$ cat src/rtl/register_file_wb.sv
// Architectural register file (R0-R14 stored, R15 reads the PC) with two
// combinational read ports, same-cycle writeback bypass and a per-register
// pending-write scoreboard that raises a hazard for in-flight source operands.
module register_file_wb #(
  parameter int DATA_W = 32,
  parameter int ADDR_W = 4,
  parameter int CNT_W  = 2
) (
  input  logic              clk,
  input  logic              rst,
  input  logic [ADDR_W-1:0] rd_addr1,
  input  logic [ADDR_W-1:0] rd_addr2,
  input  logic              chk1,
  input  logic              chk2,
  output logic [DATA_W-1:0] rd_data1,
  output logic [DATA_W-1:0] rd_data2,
  input  logic [DATA_W-1:0] pc_in,
  input  logic              issue_en,
  input  logic [ADDR_W-1:0] issue_dest,
  input  logic              wb_wb_en,
  input  logic [ADDR_W-1:0] wb_dest,
  input  logic [DATA_W-1:0] wb_value,
  output logic              hazard,
  output logic              sb_err
);

  localparam int                NREG    = 15;
  localparam logic [ADDR_W-1:0] PC_IDX  = 4'd15;
  localparam logic [CNT_W-1:0]  CNT_MAX = '1;

  logic [DATA_W-1:0] regs_q [NREG];
  logic [DATA_W-1:0] regs_d [NREG];
  logic [CNT_W-1:0]  cnt_q  [NREG];
  logic [CNT_W-1:0]  cnt_d  [NREG];
  logic              sb_err_q;
  logic              sb_err_d;
  logic [NREG-1:0]   pend;

  // Read port 1: stored value, overridden by the writeback bypass, then by the PC.
  always_comb begin
    rd_data1 = '0;
    for (int r = 0; r < NREG; r++) begin
      if (rd_addr1 == ADDR_W'(r)) rd_data1 = regs_q[r];
    end
    if (wb_wb_en && wb_dest == rd_addr1) rd_data1 = wb_value;
    if (rd_addr1 == PC_IDX) rd_data1 = pc_in;
  end

  // Read port 2: identical to port 1, fully independent.
  always_comb begin
    rd_data2 = '0;
    for (int r = 0; r < NREG; r++) begin
      if (rd_addr2 == ADDR_W'(r)) rd_data2 = regs_q[r];
    end
    if (wb_wb_en && wb_dest == rd_addr2) rd_data2 = wb_value;
    if (rd_addr2 == PC_IDX) rd_data2 = pc_in;
  end

  // Effective pending: count minus a retiring write this cycle, which the bypass covers.
  always_comb begin
    pend = '0;
    for (int r = 0; r < NREG; r++) begin
      if (wb_wb_en && wb_dest == ADDR_W'(r)) pend[r] = (cnt_q[r] > CNT_W'(1));
      else                                   pend[r] = (cnt_q[r] != '0);
    end
  end

  // Hazard: any enabled source operand still in flight; R15 never matches a tracked index.
  always_comb begin
    hazard = 1'b0;
    for (int r = 0; r < NREG; r++) begin
      if (chk1 && rd_addr1 == ADDR_W'(r) && pend[r]) hazard = 1'b1;
      if (chk2 && rd_addr2 == ADDR_W'(r) && pend[r]) hazard = 1'b1;
    end
  end

  // Next-state for data, scoreboard counters and the sticky error flag.
  always_comb begin
    sb_err_d = sb_err_q;
    for (int r = 0; r < NREG; r++) begin
      logic inc;
      logic dec;
      regs_d[r] = regs_q[r];
      cnt_d[r]  = cnt_q[r];
      inc = issue_en && issue_dest == ADDR_W'(r);
      dec = wb_wb_en && wb_dest == ADDR_W'(r);
      if (dec) regs_d[r] = wb_value;
      if (inc && !dec) begin
        if (cnt_q[r] == CNT_MAX) sb_err_d = 1'b1;
        else                     cnt_d[r] = cnt_q[r] + CNT_W'(1);
      end else if (dec && !inc) begin
        // Retiring an untracked write is an error, but the data still lands.
        if (cnt_q[r] == '0) sb_err_d = 1'b1;
        else                cnt_d[r] = cnt_q[r] - CNT_W'(1);
      end
    end
  end

  // State registers; reset discards all data and in-flight tracking.
  always_ff @(posedge clk or negedge rst) begin
    if (!rst) begin
      for (int r = 0; r < NREG; r++) begin
        regs_q[r] <= '0;
        cnt_q[r]  <= '0;
      end
      sb_err_q <= 1'b0;
    end else begin
      for (int r = 0; r < NREG; r++) begin
        regs_q[r] <= regs_d[r];
        cnt_q[r]  <= cnt_d[r];
      end
      sb_err_q <= sb_err_d;
    end
  end

  assign sb_err = sb_err_q;

endmodule

$ cat config.mk
export PLATFORM = sky130hd
export DESIGN_NAME = register_file_wb
export DESIGN_NICKNAME = d
export VERILOG_FILES = /design/src/rtl/register_file_wb.sv
export SDC_FILE = /design/constraint.sdc
export NUM_CORES = 1
export LEC_CHECK = 0
export CAP_MARGIN = 40
export CORE_MARGIN = 2
export CORE_UTILIZATION = 32
export CTS_CLUSTER_DIAMETER = 50
export CTS_CLUSTER_SIZE = 25
export DETAILED_ROUTE_END_ITERATION = 6
export PLACE_DENSITY = 0.59
export SKIP_LAST_GASP = 1
export SYNTH_ARGS = -nofsm -noshare
export SYNTH_HDL_FRONTEND = slang
export SYNTH_SLANG_ARGS = --single-unit
$ cat constraint.sdc
create_clock -name clk -period 4 [get_ports clk]
set_input_delay 0.8 -clock clk [delete_from_list [all_inputs] [get_ports clk]]
set_output_delay 0.8 -clock clk [all_outputs]
set_load 0.01 [all_outputs]
==> flow_summary_export.csv <==
group,metric,value,unit
timing,hold_viol,0,
global_route,grt-ovfl-total,0,
detailed_routing,drcViolationCount,10,
logic_synthesis,ys_ff_latch,511,
pwr,internal_power,13.2,mW
logic_synthesis,synthFlopType,"dfrtp_1",
die,coreArea,100000,um2
pwr,p_seq_share,37.5,%
clocking,cts-root-buf,"clkbuf_16",
critical_path,end_kind,"output port",
die,die_height,323,um
critical_path,critical_path.max_fanout,8,
status,outcome,"complete, but fails checks",
cells_and_area,drive_gt1_share,25.9,%
hold_path,hold_class,"in -> async",
timing,setup_tns,-0.135,ns
die,die_area,104000,um2
placed_design,postPlaceCellArea,38900,um2
timing,layout_min_cycle_time,4.09,ns
logic_synthesis,syn_area,32500,um2
logic_synthesis,ys_seq_area_share,39.4,%
run,max_cap_violations,0,
logic_synthesis,synthTopCellsByCount,"nand2_1, dfrtp_1, mux2_2",
die,dieWidth,323,um
logic_synthesis,synthesis.nets,3853,
logic_synthesis,yosys.area.top_type,"dfrtp_1",
logic_synthesis,synth.top_cell.area_share,39.4,%
logic_synthesis,yosysWarnings,0,
placed_design,place_congestion,0.982,
global_route,antenna_found_initial,7,
logic_synthesis,ys_types,81,
timing,worst_pin_slew,0.974,ns
detailed_routing,drt-initial-drc-count,4854,
clocking,cts_made_buffers,74,
global_route,grt_usage,30.2,%
clocking,postCtsHoldBufs,0,
pwr,sw_frac_of_total,34.4,%
timing,timing.final.crit_share,102,%
cells_and_area,fin_nets,4298,
detailed_routing,via_count,33800,
logic_synthesis,synth_most_common_cell,"nand2_1",
pwr,p_per_area,479,nW/um2
timing,fin_ws,-0.0919,ns
clocking,htreeDepth,3,
die,pin_count,152,
pwr,switching_power,6.92,mW
timing,fmax,244,MHz
timing,drv_slew,0,
pwr,leakage,19.4,nW
detailed_routing,wirelength,161000,um
clocking,worstSkewPairLatency,0.64,ns
critical_path,worstSetupPathType,"in -> out",
global_route,grt_pass1_wl,229000,um
clocking,cts_tree,"built",
critical_path,cp-start-kind,"primary input",
critical_path,cp.arrival,3.29,ns
detailed_routing,final_antenna_net_count,0,
detailed_routing,viasPerCell,6.10,
logic_synthesis,avgSynthCellArea,8.80,um2
clocking,clock_path_buffers,3,
die,rows,116,
status,violations,"design-rule violations, negative setup slack",
critical_path,crit_required,3.20,ns
cells_and_area,antenna_cells,0,
logic_synthesis,synth_async_sr_flop_share,100,%
timing,slew_headroom,35.1,%
timing,fin_worst_skew,0.00968,ns
pwr,ir_drop,307,uV
detailed_routing,drt_pass1_iterations,7,
cells_and_area,design_area,42000,um2
global_route,grt_start_max_net_pins,91,
logic_synthesis,netlist_top_cells_area,"dfrtp_1, nand2_1, mux2_2",
placed_design,port_buffers,151,
logic_synthesis,syn_inst,3692,
logic_synthesis,synth_edf_count,0,
pwr,clock_power_share,35.1,%
timing,rsz0062_at_grt,"yes",
timing,holdWs,0.193,ns
clocking,cts.sinks,511,
die,start_util,32.4,%
pwr,pwr-share-comb,27.4,%
cells_and_area,area_growth,29.3,%
clocking,clk_pin_slew,0.06,ns
timing,setup_viol_count_final,2,
global_route,grt_pass1_vias,32400,
placed_design,dp_hpwl,108000,um
detailed_routing,post_drt_wl_per_cell,28.9,um
## metal layers
metal	GRT usage [%]	part of all wire, %	wire, um
met1	39.9	39	61900
met2	43.1	41	65600
met3	9.09	13	21200
met4	18.3	7.3	11700
met5	0.417	0.068	109
## cells by family after synthesis
| group | synth area share (%) |
|---|---|
| AO/OA/AOI/OAI | 17.9 |
| XOR/XNOR | 0.620 |
| adder cells (fa/ha/maj) | 2.89 |
| buffers and inverters | 5.77 |
| flip-flops | 39.4 |
| multiplexers | 15.9 |
| AND/OR/NAND/NOR | 17.6 |
## through the flow
step                      util [%]  std cells  power, mW  setup slack (ns)
final                         41.9       5550       20.1           -0.0919
after global routing          41.9       5550       20.9            -0.147
after CTS                     41.6       5542       19.9            -0.100
after detailed placement      38.8       5399       12.9            -0.574
after global placement        38.8       5399       12.8            -0.572
after floorplan                  -       3692       10.5             0.831
## repair_timing
action	CTS	global route
hold endpoints to repair	0	0
pin swaps	9	6
setup buffers	11	7
endpoints found under the setup margin	64	38
gates cloned	0	1
gates resized for setup	85	53
## critical path, stage by stage
cell,delay (ns)
buf_4,0.23
buf_4,0.21
clkinvlp_4,0.25
buf_4,0.28
buf_4,0.16
nor4_1,0.37
o41ai_2,0.11
a22oi_1,0.23
o22ai_1,0.13
clkdlybuf4s50_1,0.49
## final timing paths
check,from,slack [ns],cells after the start,endpoint
max,rd_addr2[3],-0.09,10,rd_data2[10]
min,rst,0.19,1,regs_q[441]
max reg2reg,cnt_q[1],2.14,7,sb_err
min reg2reg,regs_q[69],0.50,2,regs_q[69]
max in group asynchronous,rst,2.73,2,regs_q[372]
min in group clk,regs_q[69],0.50,2,regs_q[69]
## final cells by class
| type | count | area (um2) |
|---|---|---|
| Inverter | 92 | 355 |
| Multi-Input combinational cell | 2773 | 18100 |
| Tap cell | 1357 | 1700 |
| Fill cell | 9680 | 58300 |
| Sequential cell | 511 | 12800 |
| Clock inverter | 49 | 611 |
| Clock buffer | 83 | 1990 |
| Timing Repair Buffer | 685 | 6400 |
## cell usage in the layout (no fill, tap or decap), types with 20 or more instances in the layout
cell / instances
mux2i_1: 103
nor3_1: 38
a31oi_1: 22
buf_4: 464
mux4_2: 53
ha_1: 75
nor2_1: 176
dfrtp_1: 511
o211ai_1: 38
dlygate4sd2_1: 26
nand2_1: 956
o221ai_1: 48
mux2_2: 261
xnor2_1: 20
o22ai_1: 72
nor2b_1: 31
buf_12: 60
a21oi_1: 190
clkdlybuf4s50_1: 84
a211oi_1: 50
a22oi_1: 33
dlymetal6s2s_1: 27
a221oi_1: 29
inv_1: 79
clkbuf_16: 78
o21ai_0: 212
nand3_1: 35
## power by group through the flow
| stage | clock (mW) | sequential, mW | combinational [mW] |
|---|---|---|---|
| CTS | 7.09 | 7.46 | 5.38 |
| floorplan | 0 | 7.16 | 3.36 |
| finish | 7.06 | 7.53 | 5.50 |
| detailed placement | 0 | 7.54 | 5.35 |
| global placement | 0 | 7.50 | 5.26 |
| global route | 7.29 | 7.66 | 5.94 |
## sequential cells by signal (all words and copies together) (netlist names)
register	count
sb_err	1
regs_q	480
cnt_q	30
(Power assumes the default switching activity.)
